===== src/rtl/mmio_bus_ctrl.sv =====
// ----------------------------------------------------------------------------
// mmio_bus_ctrl
//
// Memory-mapped I/O bus controller between the CPU data port and the MMIO
// peripherals. An access is accepted in IDLE. Its address ID field picks one
// slave through the SLV_IDS table, and the matching slave select stays high
// until that slave acks or the wait budget runs out. Every access ends with
// a single-cycle ready pulse that carries rdata and err. Unmapped and
// timed-out accesses count as bus errors in a saturating counter.
//
// Ports
//   clk, rst_n        clock (rising edge), asynchronous active-low reset
//   req, we           master request (sampled in IDLE only), 1 = write
//   addr, wdata       master address / write data
//   ready             one-cycle pulse: access complete
//   rdata, err        read data / bus error, valid while ready = 1
//   err_cnt           saturating bus-error count
//   s_sel             one-hot slave select
//   s_we, s_addr,     access attributes latched at accept time, held stable
//   s_wdata           for the whole WAIT phase
//   s_rdata           slave read data, slave i on [i*DW +: DW]
//   s_ack             slave completion strobes, only the selected one is used
// ----------------------------------------------------------------------------
module mmio_bus_ctrl #(
    parameter int unsigned          AW        = 32,
    parameter int unsigned          DW        = 32,
    parameter int unsigned          NSLV      = 8,
    parameter int unsigned          ID_LO     = 20,
    parameter int unsigned          ID_W      = 4,
    parameter logic [NSLV*ID_W-1:0] SLV_IDS   = {4'h8, 4'h7, 4'h6, 4'h5,
                                                 4'h4, 4'h3, 4'h2, 4'h1},
    // TIMEOUT must be at least 1.
    parameter int unsigned          TIMEOUT   = 15,
    parameter int unsigned          ERR_CNT_W = 16
) (
    input  logic                 clk,
    input  logic                 rst_n,
    input  logic                 req,
    input  logic                 we,
    input  logic [AW-1:0]        addr,
    input  logic [DW-1:0]        wdata,
    output logic                 ready,
    output logic [DW-1:0]        rdata,
    output logic                 err,
    output logic [ERR_CNT_W-1:0] err_cnt,
    output logic [NSLV-1:0]      s_sel,
    output logic                 s_we,
    output logic [AW-1:0]        s_addr,
    output logic [DW-1:0]        s_wdata,
    input  logic [NSLV*DW-1:0]   s_rdata,
    input  logic [NSLV-1:0]      s_ack
);

    localparam int unsigned      CNT_W    = $clog2(TIMEOUT + 1);
    localparam logic [CNT_W-1:0] CNT_LAST = CNT_W'(TIMEOUT - 1);

    typedef enum logic [1:0] {
        StIdle,
        StWait,
        StResp
    } state_e;

    state_e                 state_q, state_d;
    logic [CNT_W-1:0]       cnt_q, cnt_d;
    logic [NSLV-1:0]        sel_q, sel_d;
    logic                   we_q, we_d;
    logic [AW-1:0]          addr_q, addr_d;
    logic [DW-1:0]          wdata_q, wdata_d;
    logic [DW-1:0]          rdata_q, rdata_d;
    logic                   ready_q, ready_d;
    logic                   err_q, err_d;
    logic [ERR_CNT_W-1:0]   err_cnt_q, err_cnt_d;

    // ------------------------------------------------------------------
    // Address decode
    // ------------------------------------------------------------------
    logic [ID_W-1:0] id;
    logic [NSLV-1:0] hit;
    logic [NSLV-1:0] win;
    logic            miss;

    assign id = addr[ID_LO +: ID_W];

    always_comb begin
        hit = '0;
        for (int i = 0; i < NSLV; i++) begin
            hit[i] = (id == SLV_IDS[i*ID_W +: ID_W]);
        end
    end

    // x & -x keeps only the lowest set bit, so with duplicate table entries
    // the lowest slot index wins.
    assign win  = hit & (~hit + NSLV'(1));
    assign miss = ~|hit;

    // ------------------------------------------------------------------
    // Selected-slave response path
    // ------------------------------------------------------------------
    logic          sel_ack;
    logic [DW-1:0] sel_rdata;

    // Masking with the one-hot select makes acks from other slaves
    // invisible.
    assign sel_ack = |(s_ack & sel_q);

    always_comb begin
        sel_rdata = '0;
        for (int i = 0; i < NSLV; i++) begin
            if (sel_q[i]) begin
                sel_rdata = sel_rdata | s_rdata[i*DW +: DW];
            end
        end
    end

    // ------------------------------------------------------------------
    // Next-state logic
    // ------------------------------------------------------------------
    always_comb begin
        state_d   = state_q;
        cnt_d     = cnt_q;
        sel_d     = sel_q;
        we_d      = we_q;
        addr_d    = addr_q;
        wdata_d   = wdata_q;
        rdata_d   = rdata_q;
        ready_d   = 1'b0;
        err_d     = 1'b0;
        err_cnt_d = err_cnt_q;

        unique case (state_q)
            StIdle: begin
                if (req) begin
                    if (miss) begin
                        // Unmapped: answer straight away and leave the
                        // latched slave-side attributes untouched.
                        rdata_d = '0;
                        err_d   = 1'b1;
                        ready_d = 1'b1;
                        state_d = StResp;
                    end else begin
                        addr_d  = addr;
                        we_d    = we;
                        wdata_d = wdata;
                        sel_d   = win;
                        cnt_d   = '0;
                        state_d = StWait;
                    end
                end
            end

            StWait: begin
                // The ack is tested first, so an ack that lands in the last
                // allowed cycle still completes normally.
                if (sel_ack) begin
                    rdata_d = we_q ? '0 : sel_rdata;
                    sel_d   = '0;
                    ready_d = 1'b1;
                    state_d = StResp;
                end else if (cnt_q == CNT_LAST) begin
                    rdata_d = '0;
                    err_d   = 1'b1;
                    sel_d   = '0;
                    ready_d = 1'b1;
                    state_d = StResp;
                end else begin
                    cnt_d = cnt_q + CNT_W'(1);
                end
            end

            StResp: begin
                if (err_q && (err_cnt_q != {ERR_CNT_W{1'b1}})) begin
                    err_cnt_d = err_cnt_q + ERR_CNT_W'(1);
                end
                state_d = StIdle;
            end

            default: begin
                state_d = StIdle;
            end
        endcase
    end

    // ------------------------------------------------------------------
    // State registers
    // ------------------------------------------------------------------
    always_ff @(posedge clk or negedge rst_n) begin
        if (!rst_n) begin
            state_q   <= StIdle;
            cnt_q     <= '0;
            sel_q     <= '0;
            we_q      <= 1'b0;
            addr_q    <= '0;
            wdata_q   <= '0;
            rdata_q   <= '0;
            ready_q   <= 1'b0;
            err_q     <= 1'b0;
            err_cnt_q <= '0;
        end else begin
            state_q   <= state_d;
            cnt_q     <= cnt_d;
            sel_q     <= sel_d;
            we_q      <= we_d;
            addr_q    <= addr_d;
            wdata_q   <= wdata_d;
            rdata_q   <= rdata_d;
            ready_q   <= ready_d;
            err_q     <= err_d;
            err_cnt_q <= err_cnt_d;
        end
    end

    assign ready   = ready_q;
    assign rdata   = rdata_q;
    assign err     = err_q;
    assign err_cnt = err_cnt_q;
    assign s_sel   = sel_q;
    assign s_we    = we_q;
    assign s_addr  = addr_q;
    assign s_wdata = wdata_q;

    // ------------------------------------------------------------------
    // Invariants
    // ------------------------------------------------------------------
    sel_onehot_a: assert property (@(posedge clk) disable iff (!rst_n)
        $onehot0(sel_q));

    ready_no_sel_a: assert property (@(posedge clk) disable iff (!rst_n)
        ready_q |-> (sel_q == '0));

    ready_in_resp_a: assert property (@(posedge clk) disable iff (!rst_n)
        ready_q |-> (state_q == StResp));

endmodule


===== config.mk =====
export PLATFORM = sky130hd
export DESIGN_NAME = mmio_bus_ctrl
export DESIGN_NICKNAME = d
export VERILOG_FILES = /design/src/rtl/mmio_bus_ctrl.sv
export SDC_FILE = /design/constraint.sdc
export NUM_CORES = 1
export LEC_CHECK = 0
export BUFFER_PORTS_ARGS = -buffer_cell sky130_fd_sc_hd__clkbuf_2
export CAP_MARGIN = 20
export CORE_AREA = 2 2 176 178
export CTS_CLUSTER_SIZE = 14
export DETAILED_ROUTE_END_ITERATION = 7
export DIE_AREA = 0 0 178 180
export SYNTH_ARGS = -nofsm -noshare
export SYNTH_HDL_FRONTEND = slang
export SYNTH_SLANG_ARGS = --single-unit

===== constraint.sdc =====
create_clock -name clk -period 2.1 [get_ports clk]
set_input_delay 0.315 -clock clk [delete_from_list [all_inputs] [get_ports clk]]
set_output_delay 0.315 -clock clk [all_outputs]
set_load 0.01 [all_outputs]

== After elaboration in Yosys (flattened, before gate mapping) ==
Cells that the tools add are included.
Widths: inputs -> output; s select.

* Add/sub/neg operators: 3
* Eq/ne operators: 18
* Multiplexer cells: 36
* Bitwise gates (word level): 10
* Reductions and logical operators: 11

{| class="wikitable"
|+ Operators with widths
! operator !! count
|-
| $mux 32 || 13
|-
| $or 32x32->32 || 7
|-
| $pmux 32 s2 || 1
|-
| $mux 8 || 4
|-
| $add 16x1->16 const B || 1
|-
| $and 8x8->8 || 2
|-
| $eq 4x3->1 const B || 4
|-
| $mux 4 || 4
|-
| $ne 16x16->1 const B || 1
|-
| $pmux 8 s2 || 1
|-
| $reduce_or 8->1 || 2
|-
| $ne 2x2->1 const B || 5
|-
| $add 8x1->8 const B || 1
|-
| $eq 4x2->1 const B || 2
|-
| $eq 4x4->1 const B || 2
|-
| $mux 2 || 4
|-
| $not 8->8 || 1
|-
| $pmux 4 s2 || 1
|-
| $reduce_and 4->1 || 2
|-
| $mux 1 || 5
|-
| $reduce_and 5->1 || 1
|-
| $add 4x1->4 const B || 1
|-
| $eq 4x1->1 const B || 1
|-
| $pmux 1 s2 || 2
|-
| 9 further kinds || 10
|}

* Flip-flop bits (word level): 129
* Bits of input ports: 332
* Output and inout bits: 123

== Longest topological paths before layout ==
Gate-level depths: netlist of run 1.

* Depth in word-level cells: 18
* Gate-level depth with buffers: 7
* Mapped depth without buffers: 6

== Worst setup path before layout of run 1 ==
OpenSTA, ideal clock, no wires.

* Path type: input-to-reg
* Start: in addr[20]
* End: reg addr_q[25] (netlist: s_addr[25])
* Arrival: 1,555 ps
* Required time: 1,973 ps
* Path slack: 417 ps
* Stages on the path: 5
* Cell sequence: or4_4 nand3_4 buf_6 buf_8 mux2_1

* Word-level cells in the longest chain between the ends: 3
* Elaborated cells between the ends (all ways): 10
* Those cells by class: eq/ne (8); reduce/logical (2)

{| class="wikitable"
|+ Ends and longest elaborated chain
! item !! line !! text
|-
| from (decl) || 40 || <nowiki>input logic [AW-1:0] addr,</nowiki>
|-
| $eq 4x1->1 (tied with other cells) || 87 || <nowiki>hit[i] = (id == SLV_IDS[i*ID_W +: ID_W]);</nowiki>
|-
| $reduce_or 8->1 (*) || 94 || <nowiki>assign miss = ~|hit;</nowiki>
|-
| $reduce_and 3->1 (no line) (*) || - ||
|-
| to (signal assigned) || 203 || <nowiki>addr_q <= addr_d;</nowiki>
|-
| to (decl) || 67 || <nowiki>logic [AW-1:0] addr_q, addr_d;</nowiki>
|}

Every way passes the cells marked *; elsewhere a longest branch is shown, timed or not.
A chain may end at the register's enable or synchronous reset.

== Final worst setup path of run 1 ==
* Start: reg cnt_q[0]
* End: reg sel_q[3] (netlist: s_sel[3])

* Word-level cells in the longest chain between the ends: 3

{| class="wikitable"
|+ Ends and longest elaborated chain
! item !! line !! text
|-
| from (decl) || 64 || <nowiki>logic [CNT_W-1:0] cnt_q, cnt_d;</nowiki>
|-
| from (signal assigned) || 200 || <nowiki>cnt_q <= cnt_d;</nowiki>
|-
| $eq 4x4->1 || 159 || <nowiki>end else if (cnt_q == CNT_LAST) begin</nowiki>
|-
| $ne 3x3->1 (no line) || - ||
|-
| $reduce_and 4->1 (no line) || - ||
|-
| to (signal assigned) || 201 || <nowiki>sel_q <= sel_d;</nowiki>
|-
| to (decl) || 65 || <nowiki>logic [NSLV-1:0] sel_q, sel_d;</nowiki>
|}

Every way passes these cells.

==> metrics.cfg, run 1 <==
[worst_setup_path]
worst-path-max-fanout = 8
timing_worst_setup_path_type = flop to flop
worstPathRequired_ns = 2.43
end_kind = flop
startpoint_type = flop
cp.arrival_ns = 2.14

[synthesis]
syn_area_per_cell_um2 = 11.9
yosysTopAreaCell = dfrtp_1
postSynthCellCount = 552
ys.flop_type = dfrtp_1
synth-seq-cells = 129
synth_top_cell_area_share_pct = 49.2
synth_area_mm2 = 0.00656
yosysUniqueCellTypes = 47
yosysSeqAreaShare_pct = 49.2
synth-edff-count = 0
synth_area_leaders = dfrtp_1 49%, a22oi_1 15%, mux2_2 10%, a32o_1 5.2%, nand4_1 3.5%
ys_warn_count = 0
async_reset_ff_share_pct = 100
synth_nets = 887

[floorplan]
rows = 64
die_w_um = 178
die_area_mm2 = 0.0320
start_util_pct = 21.7
die_h_um = 180
coreArea_mm2 = 0.0302
io_pins = 455

[job]
timing.max_cap.violations = 0

[routing]
vias = 6981
antenna_left = 0
drt-vias-per-instance = 4.93
wl_per_cell_um = 19.8
route.detailed.drc = 0
wl_um = 28000
dr.pass1.iters = 5
drt_iter0_drc = 334

[sta]
min_period_ns = 1.81
setup_viol = 0
rsz0062_at_grt = no
slew_violations = 0
worst_pin_slew_ns = 0.592
slew_headroom_pct = 60.5
skew_ns = 0.0129
fin_crit_sh_pct = 86.1
fin_setup_tns_ns = 0
max_freq_ghz = 0.553
final_hold_viol_count = 0

[global_routing]
grt_usage_pct = 16.9
overflow = 0
grt_antenna_before_repair = 3
grt_pass1_vias = 7039
grt_pass1_wl_um = 40800
grt_max_degree = 57

[clock_network]
path_clk_slew_ns = 0.06
cts_buffers = 17
clock-root-buffer = clkbuf_16
clockBufferDepth = 2
tritoncts = done
cts_resized = 0
cts.sinks = 129
insertion_delay_ns = 0.42
htreeDepth = 4

[place]
place.gp.congestion = 0.879
post-dp-hpwl_um = 21800
port_buffers = 454

[worst_hold_path]
min_path_type = input pin to flop

[cells_and_area]
layout.cells.most_common = clkbuf_2
fillers = 3110
fin_nets = 1339
drive_above_1_share_pct = 57.8
final_cell_mix = 453 x clkbuf_2, 129 x a22oi_1, 129 x dfrtp_1
syn2layout_area_growth_pct = 52.1
fin_util_pct = 33.0

[power_and_ir_drop]
leakage_uw = 0.00494
power.density_mw_per_mm2 = 1240
irDropWorstVdd_v = 0.000610

[outcome]
status = completed

==> critical path, cell delays in order (launching register included) <==
cell	delay, ns
dfrtp_1	0.41
inv_1	0.08
ha_1	0.19
and3_1	0.26
nand2b_1	0.30
o21bai_4	0.27
mux2i_1	0.21
==> cells in the mapped netlist, types with 6 or more instances <==
library cell,count
a22oi_1,129
dfrtp_1,129
mux2_2,60
nand4_1,37
a32o_1,34
clkbuf_1,29
buf_2,12
nand3_1,11
xor2_1,10
nand2_1,9
nor3_1,7
mux2_1,6
==> final timing paths <==
check | depth (start not counted) | start | slack, ns | to
setup / recovery | 6 | cnt_q[0] | 0.29 | s_sel[3]
hold / removal | 2 | addr[25] | 0.11 | s_addr[25]
setup reg to reg | 6 | cnt_q[0] | 0.29 | s_sel[3]
hold reg to reg | 1 | s_addr[26] | 0.49 | s_addr[26]
max in group asynchronous | 3 | rst_n | 0.91 | s_wdata[26]
min in group asynchronous | 2 | rst_n | 0.46 | cnt_q[3]
==> layer usage <==
| metal | GRT usage [%] | wire, µm | vias to the layer above |
|---|---|---|---|
| met3 | 5.10 | 2490 | 45 |
| met5 | 0 | 13 | - |
| met2 | 28.0 | 13200 | 391 |
| met1 | 20.7 | 11500 | 3406 |
| met4 | 5.77 | 760 | 2 |
| li1 | - | - | 3137 |
==> state kept, by name, summed over array words and instances (netlist names) <==
signal	flops
err_cnt	16
s_sel	8
rdata	32
state_q	2
err	1
s_addr	32
s_wdata	32
ready	1
s_we	1
cnt_q	4
==> where the power goes <==
group | total (µW) | switching (µW) | internal (µW)
clock network | 2910 | 1260 | 1650
registers | 4160 | 664 | 3500
logic | 5320 | 2870 | 2450
==> through the flow <==
stage	std cells	instance area, µm²	setup WS, ns	hold WS (ns)	power, µW
after CTS	1413	9970	0.280	0.0983	12600
final	1415	9970	0.291	0.113	12400
after global placement	1380	9400	0.152	0.337	9480
after floorplan	552	6560	0.417	0.0194	7020
after detailed placement	1380	9400	0.122	0.350	9590
after global routing	1415	9970	0.155	0.105	13200
==> kinds of logic (layout without fill, tap and decap cells) <==
family	after synthesis	in the layout	synth area share [%]
DFF	129	129	49.2
buffers and inverters	57	522	4.41
xor gates and xnor gates	15	15	2.00
other	0	2	0
muxes	67	67	11.5
and+or+nand+nor	98	98	9.48
AOI/OAI and AO/OA	183	183	22.8
adders and majority gates	3	3	0.572
==> final cells by class <==
type                       count  area [µm²]  area share (%)
clock inverter                14         131            1.32
tap                          396         495            4.97
timing repair buffer         484        2610            26.1
antenna                        2        5.00          0.0502
multi-input combinational    366        3060            30.6
sequential                   129        3230            32.4
inverter                       6        22.5           0.226
clock buffer                  18         429            4.30
==> what timing repair did <==
action / in CTS / in global routing
setup endpoints to repair: 0 / 0
hold endpoints to repair: 53 / 0
hold buffers: 1 / 0
buffers inserted: 0 / 0
No activity file was read; power rests on OpenSTA's default activity.
==> run 2, diff against run 1 <==
--- a/config.mk
+++ b/config.mk
@@ -7,10 +7,12 @@
 export LEC_CHECK = 0
 export BUFFER_PORTS_ARGS = -buffer_cell sky130_fd_sc_hd__clkbuf_2
 export CAP_MARGIN = 20
-export CORE_AREA = 2 2 176 178
+export CORE_AREA = 2 2 174 176
+export CTS_BUF_LIST = sky130_fd_sc_hd__clkbuf_8
 export CTS_CLUSTER_SIZE = 14
 export DETAILED_ROUTE_END_ITERATION = 7
-export DIE_AREA = 0 0 178 180
+export DIE_AREA = 0 0 176 178
+export PLACE_DENSITY_LB_ADDON = 0.12
 export SYNTH_ARGS = -nofsm -noshare
 export SYNTH_HDL_FRONTEND = slang
 export SYNTH_SLANG_ARGS = --single-unit
==> run 2 against run 1 <==
  * Die area is 2.2% lower
  * Register-to-register slack worse by 0.04 ns
  * Power is 5.5% lower
  * Sequential share of layout area grew 0.50 points
  * Sequential power shrank 1%
  * Via count fell by 1.1%
  * Wire length is 5.6% higher
  * Clock-buffer cell count down 1
  * Critical path depth unchanged
  * Flip-flop and latch count unchanged
  * Fmax fell by 2.3%
  * Global-route usage grew 1.7 points
  * Critical endpoint is now s_sel[0]
  * Largest power group unchanged
==> metrics.cfg, run 2 (synthesis gave the netlist of run 1 again) <==
[routing]
wl_per_cell_um = 20.8  ; was 19.8 µm
drt-vias-per-instance = 4.87  ; was 4.93
vias = 6903  ; was 6981
drt_iter0_drc = 398  ; was 334
route.detailed.drc = 0  ; unchanged
dr.pass1.iters = 5  ; unchanged
wl_um = 29500  ; was 28000 µm
antenna_left = 0  ; unchanged

[place]
place.gp.congestion = 0.879  ; about the same
post-dp-hpwl_um = 23200  ; was 21800 µm
port_buffers = 454  ; unchanged

[worst_setup_path]
reg2regPathDepth = 6  ; unchanged
path_buf_inv = 1  ; unchanged
reg2reg_slack_ns = 0.25  ; was 0.29 ns
timing_worst_setup_path_type = flop to flop  ; unchanged
critical-path-top-delay-family = simple AND/OR/NAND/NOR gates  ; unchanged
crit_chain = inv_1 > ha_1 > and3_1 > nand2b_1 > o21bai_4 > a22o_1  ; was inv_1 > ha_1 > and3_1 > nand2b_1 > o21bai_4 > mux2i_1
rr_startpoint = cnt_q[0]  ; unchanged
cp.arrival_ns = 2.17  ; was 2.14 ns
end_kind = flop  ; unchanged
startpoint_type = flop  ; unchanged
worst_path_max_delay_cell = dfrtp_1  ; unchanged
worstPathRequired_ns = 2.42  ; was 2.43 ns
worst-path-max-fanout = 8  ; unchanged
reg2reg_to = s_sel[0]  ; was s_sel[3]
crit_cells = 6  ; unchanged
cpPeakStageDelay_ns = 0.43  ; was 0.41 ns

[worst_hold_path]
whs_path_depth = 2  ; unchanged
hp-start = addr[26]  ; was addr[25]
worstHoldEndpoint = s_addr[26]  ; was s_addr[25]
min_path_type = input pin to flop  ; unchanged

[sta]
slew_headroom_pct = 65.7  ; was 60.5%
setup_viol = 0  ; unchanged
max_freq_ghz = 0.540  ; was 0.553 GHz
skew_ns = 0.0163  ; was 0.0129 ns
whs_ns = 0.0802  ; was 0.113 ns
worst_pin_slew_ns = 0.515  ; was 0.592 ns
fin_crit_sh_pct = 88.2  ; was 86.1%
slew_violations = 0  ; unchanged
fin_setup_tns_ns = 0  ; unchanged
final_hold_viol_count = 0  ; unchanged
min_period_ns = 1.85  ; was 1.81 ns
rsz0062_at_grt = no  ; unchanged

[power_and_ir_drop]
power.share.switching_pct = 40.0  ; was 38.7%
switchingPower_uw = 4680  ; was 4790 µW
comb_power_share_pct = 46.3  ; was 42.9%
power.density_mw_per_mm2 = 1190  ; was 1240 mW/mm²
seq_power_share_pct = 35.1  ; was 33.6%
clockPowerShare_pct = 18.6  ; was 23.5%
irDropWorstVdd_v = 0.000624  ; was 0.000610 V
intPower_uw = 7030  ; was 7600 µW
leakage_uw = 0.00488  ; was 0.00494 µW

[cells_and_area]
layout.cells.most_common = clkbuf_2  ; unchanged
drive_above_1_share_pct = 58.0  ; was 57.8%
fin_nets = 1343  ; was 1339
syn2layout_area_growth_pct = 49.7  ; was 52.1%
final_cell_mix = 453 x clkbuf_2, 129 x a22oi_1, 129 x dfrtp_1  ; unchanged

[floorplan]
die_h_um = 178  ; was 180 µm
start_util_pct = 22.3  ; was 21.7%
die_area_mm2 = 0.0313  ; was 0.0320 mm²
io_pins = 455  ; unchanged
die_w_um = 176  ; was 178 µm
rows = 63  ; was 64
coreArea_mm2 = 0.0294  ; was 0.0302 mm²

[clock_network]
clock-root-buffer = clkbuf_8  ; was clkbuf_16
insertion_delay_ns = 0.45  ; was 0.42 ns
tritoncts = done  ; unchanged
cts.sinks = 129  ; unchanged
path_clk_slew_ns = 0.09  ; was 0.06 ns
htreeDepth = 4  ; unchanged
clockBufferDepth = 2  ; unchanged
cts_buffers = 17  ; unchanged

[global_routing]
grt_pass1_wl_um = 43500  ; was 40800 µm
grt_max_degree = 46  ; was 57
overflow = 0  ; unchanged
grt_pass1_vias = 7126  ; was 7039
grt_antenna_before_repair = 7  ; was 3
grt_usage_pct = 18.6  ; was 16.9%

[job]
timing.max_cap.violations = 0  ; unchanged

[outcome]
status = completed  ; unchanged

## run 2: changes by cell type in the layout (fill, tap and decap cells not counted), moves of 2 or more
cell | previous run | this run
inv_8 | 2 | 0
clkbuf_8 | 0 | 17
inv_6 | 3 | 6
diode_2 | 2 | 7
clkbuf_16 | 17 | 0
buf_4 | 21 | 26
## run 2: metal layers
| layer | vias up | share of wire [%] | GRT usage, % |
|---|---|---|---|
| met1 | 3362 | 40 | 21.9 |
| met4 | 0 | 3.3 | 8.30 |
| li1 | 3144 | - | - |
| met2 | 356 | 48 | 31.1 |
| met5 | - | 0 | 0 |
| met3 | 41 | 8.7 | 5.92 |
## run 2: power by group through the flow
stage | Clock (µW) | Combinational (µW) | Sequential (µW)
3_3_place_gp | 0 | 5510 | 4140
3_5_place_dp | 0 | 5490 | 4160
5_1_grt | 2410 | 5920 | 4260
6_report | 2180 | 5420 | 4100
4_1_cts | 2300 | 5500 | 4130
2_1_floorplan | 0 | 2490 | 4530
## run 2: what timing repair did
item	CTS	global route
endpoints found under the setup margin	0	14
hold buffers	1	0
gates resized for setup	0	0
hold endpoints to repair	42	0
setup buffers	0	3
## run 2: how the worst max path moves through the flow
stage	from	to
6_report	cnt_q[0]	s_sel[0]
5_1_grt	cnt_q[0]	s_sel[0]
4_1_cts	s_sel[7]	rdata[17]
3_5_place_dp	s_ack[0]	rdata[2]
3_3_place_gp	s_ack[0]	rdata[16]
2_1_floorplan	addr[20]	s_addr[25]
## run 2: area by class of cell
| cell class | instances | area [µm²] |
|---|---|---|
| Inverter | 6 | 22.5 |
| Timing Repair Buffer | 488 | 2620 |
| Clock buffer | 17 | 234 |
| Sequential cell | 129 | 3230 |
| Fill cell | 3060 | 19600 |
| Clock inverter | 14 | 151 |
| Multi-Input combinational cell | 366 | 3060 |
| Antenna cell | 7 | 17.5 |
| Tap cell | 390 | 488 |
## run 2: worst register-to-register path: stages, from the launching register on
cell and delay (ns):
dfrtp_1 0.43, inv_1 0.10, ha_1 0.15, and3_1 0.28, nand2b_1 0.35, o21bai_4 0.15, a22o_1 0.28
## run 2: metrics by stage
stage / instances / setup slack [ns] / area, µm² / power (µW) / util (%)
floorplan: 552 / 0.417 / 6560 / 7020 / -
global placement: 1375 / 0.0425 / 9370 / 9650 / 31.9
detailed placement: 1375 / 0.0193 / 9370 / 9650 / 31.9
CTS: 1407 / 0.0733 / 9770 / 11900 / 33.2
global route: 1417 / 0.0741 / 9820 / 12600 / 33.4
finish: 1417 / 0.248 / 9820 / 11700 / 33.4
==> run 3, diff against run 2 <==
==> constraint.sdc (replaced) <==
create_clock -name clk -period 1.9 [get_ports clk]
set_input_delay 0.285 -clock clk [delete_from_list [all_inputs] [get_ports clk]]
set_output_delay 0.285 -clock clk [all_outputs]
set_load 0.01 [all_outputs]
==> run 3 against run 2 <==
  * Final cell count grew 0.49%
  * Sequential share of layout area shrank 0.45 points
  * Clock power grew 21%
  * Fmax grew 2.7%
  * Global-route usage shrank 0.11 points
  * Non-clock buffer count grew 7
  * Power grew 13%
  * Cell area grew 1.4%
  * Clock skew grew 0.0050 ns
  * Sequential power grew 10%
  * Largest cell class unchanged
  * Highest routed layer unchanged
==> metrics.cfg, run 3 (synthesis gave the netlist of run 1 again) <==
[outcome]
status = completed  ; unchanged

[clock_network]
clockBufferDepth = 2  ; unchanged
path_clk_slew_ns = 0.10  ; was 0.09 ns
cts_buffers = 17  ; unchanged
htreeDepth = 4  ; unchanged
insertion_delay_ns = 0.45  ; about the same
cts.sinks = 129  ; unchanged
cts_resized = 0  ; unchanged
clock-root-buffer = clkbuf_8  ; unchanged
tritoncts = done  ; unchanged

[worst_setup_path]
reg2reg_slack_ns = 0.1  ; was 0.25 ns
cp.arrival_ns = 2.15  ; was 2.17 ns
timing_worst_setup_path_type = flop to flop  ; unchanged
reg2reg_to = rdata[27]  ; was s_sel[0]
reg2regPathDepth = 4  ; was 6
worst-path-max-fanout = 26  ; was 8
worstPathRequired_ns = 2.24  ; was 2.42 ns
end_kind = flop  ; unchanged
startpoint_type = flop  ; unchanged
rr_startpoint = s_sel[2]  ; was cnt_q[0]

[routing]
antenna_left = 0  ; unchanged
vias = 6896  ; was 6903
dr.pass1.iters = 5  ; unchanged
drt_iter0_drc = 304  ; was 398
drt-vias-per-instance = 4.84  ; was 4.87
wl_per_cell_um = 21.0  ; was 20.8 µm
route.detailed.drc = 0  ; unchanged
wl_um = 29900  ; was 29500 µm

[floorplan]
io_pins = 455  ; unchanged
die_h_um = 178  ; unchanged
start_util_pct = 22.3  ; unchanged
coreArea_mm2 = 0.0294  ; unchanged
die_w_um = 176  ; unchanged
rows = 63  ; unchanged
die_area_mm2 = 0.0313  ; unchanged

[cells_and_area]
layout.cells.most_common = clkbuf_2  ; unchanged
drive_above_1_share_pct = 58.3  ; was 58.0%
syn2layout_area_growth_pct = 51.8  ; was 49.7%
fillers = 3095  ; was 3060
seqCellArea_mm2 = 0.00323  ; unchanged
multi_input_area_mm2 = 0.00306  ; unchanged
final_cell_mix = 453 x clkbuf_2, 129 x a22oi_1, 129 x dfrtp_1  ; unchanged
fin_nets = 1350  ; was 1343
finish.instance_area_mm2 = 0.00996  ; was 0.00982 mm²

[sta]
fin_crit_sh_pct = 94.9  ; was 88.2%
rsz0062_at_grt = no  ; unchanged
min_period_ns = 1.80  ; was 1.85 ns
final_hold_viol_count = 0  ; unchanged
setup_viol = 0  ; unchanged
fin_setup_tns_ns = 0  ; unchanged
slew_headroom_pct = 65.7  ; about the same
worst_slack_ns = 0.0972  ; was 0.248 ns
skew_ns = 0.0213  ; was 0.0163 ns
max_freq_ghz = 0.555  ; was 0.540 GHz
worst_pin_slew_ns = 0.514  ; was 0.515 ns
slew_violations = 0  ; unchanged

[worst_hold_path]
whs_path_depth = 2  ; unchanged
hp-start = addr[26]  ; unchanged
worstHoldEndpoint = s_addr[26]  ; unchanged
min_path_type = input pin to flop  ; unchanged

[power_and_ir_drop]
leakage_uw = 0.00494  ; was 0.00488 µW
irDropWorstVdd_v = 0.000700  ; was 0.000624 V
power.density_mw_per_mm2 = 1330  ; was 1190 mW/mm²

[job]
timing.max_cap.violations = 0  ; unchanged

[place]
post-dp-hpwl_um = 23700  ; was 23200 µm
dpl_cell_area_mm2 = 0.00949  ; was 0.00937 mm²
pre_cts_slack_ns = 0.0787  ; was 0.0193 ns
port_buffers = 454  ; unchanged
place.gp.congestion = 0.927  ; was 0.879

[global_routing]
overflow = 0  ; unchanged
grt_max_degree = 54  ; was 46
grt_pass1_wl_um = 43100  ; was 43500 µm
grt_antenna_before_repair = 8  ; was 7
grt_pass1_vias = 7100  ; was 7126
grt_usage_pct = 18.5  ; was 18.6%

## run 3: cell count changes in the layout (fill, tap and decap cells not counted)
cell	previous run	this run
buf_12	7	10
buf_4	26	30
bufinv_16	2	3
clkinv_2	3	0
clkinv_8	0	1
inv_6	6	5
inv_8	0	2
## run 3: how the worst max path moves through the flow
stage,to,cells past startpoint,slack (ns),startpoint
2_1_floorplan,cnt_q[3],5,0.22,s_sel[4]
3_3_place_gp,s_wdata[23],5,0.11,addr[20]
3_5_place_dp,s_addr[30],6,0.08,addr[21]
4_1_cts,err_cnt[15],4,0.11,state_q[0]
5_1_grt,err_cnt[13],4,0.009,state_q[0]
6_report,rdata[27],4,0.1,s_sel[2]
## run 3: timing repair
action,in CTS,in global routing
setup endpoints to repair,0,1
buffers inserted,0,1
hold endpoints to repair,32,0
hold buffers,1,0
## run 3: power by group
part	switching [µW]	internal, µW
registers	671	3860
logic	3270	2770
clock network	1300	1340
total	5240	7970
## run 3: through the flow
step	cells	hold slack (ns)	power, µW	utilization, %
2_1_floorplan	552	-0.0106	7760	-
3_3_place_gp	1384	0.208	10700	32.3
3_5_place_dp	1384	0.209	10700	32.3
4_1_cts	1416	0.00649	13400	33.8
5_1_grt	1423	0.00342	14100	33.9
6_report	1424	0.0346	13200	33.9
## run 3: area by class of cell
cell class	instances	share of cell area [%]
Inverter	6	0.226
Clock inverter	14	1.97
Timing Repair Buffer	495	27.3
Sequential cell	129	32.4
Multi-Input combinational cell	366	30.7
Clock buffer	17	2.35
Tap cell	390	4.90
Antenna cell	7	0.176
## run 3: layer usage
metal / track usage, % / routed length, µm / up-vias
met5: 0 / 0 / -
met4: 7.92 / 786 / 0
met3: 6.67 / 2740 / 43
met2: 30.4 / 14200 / 346
met1: 21.8 / 12200 / 3342
li1: - / - / 3165
## run 3: critical path, cell delays in order (launching register included)
cell and delay (ns):
dfrtp_1 0.41, buf_4 0.25, a22oi_1 0.43, nand4_1 0.30
a32o_1 0.30
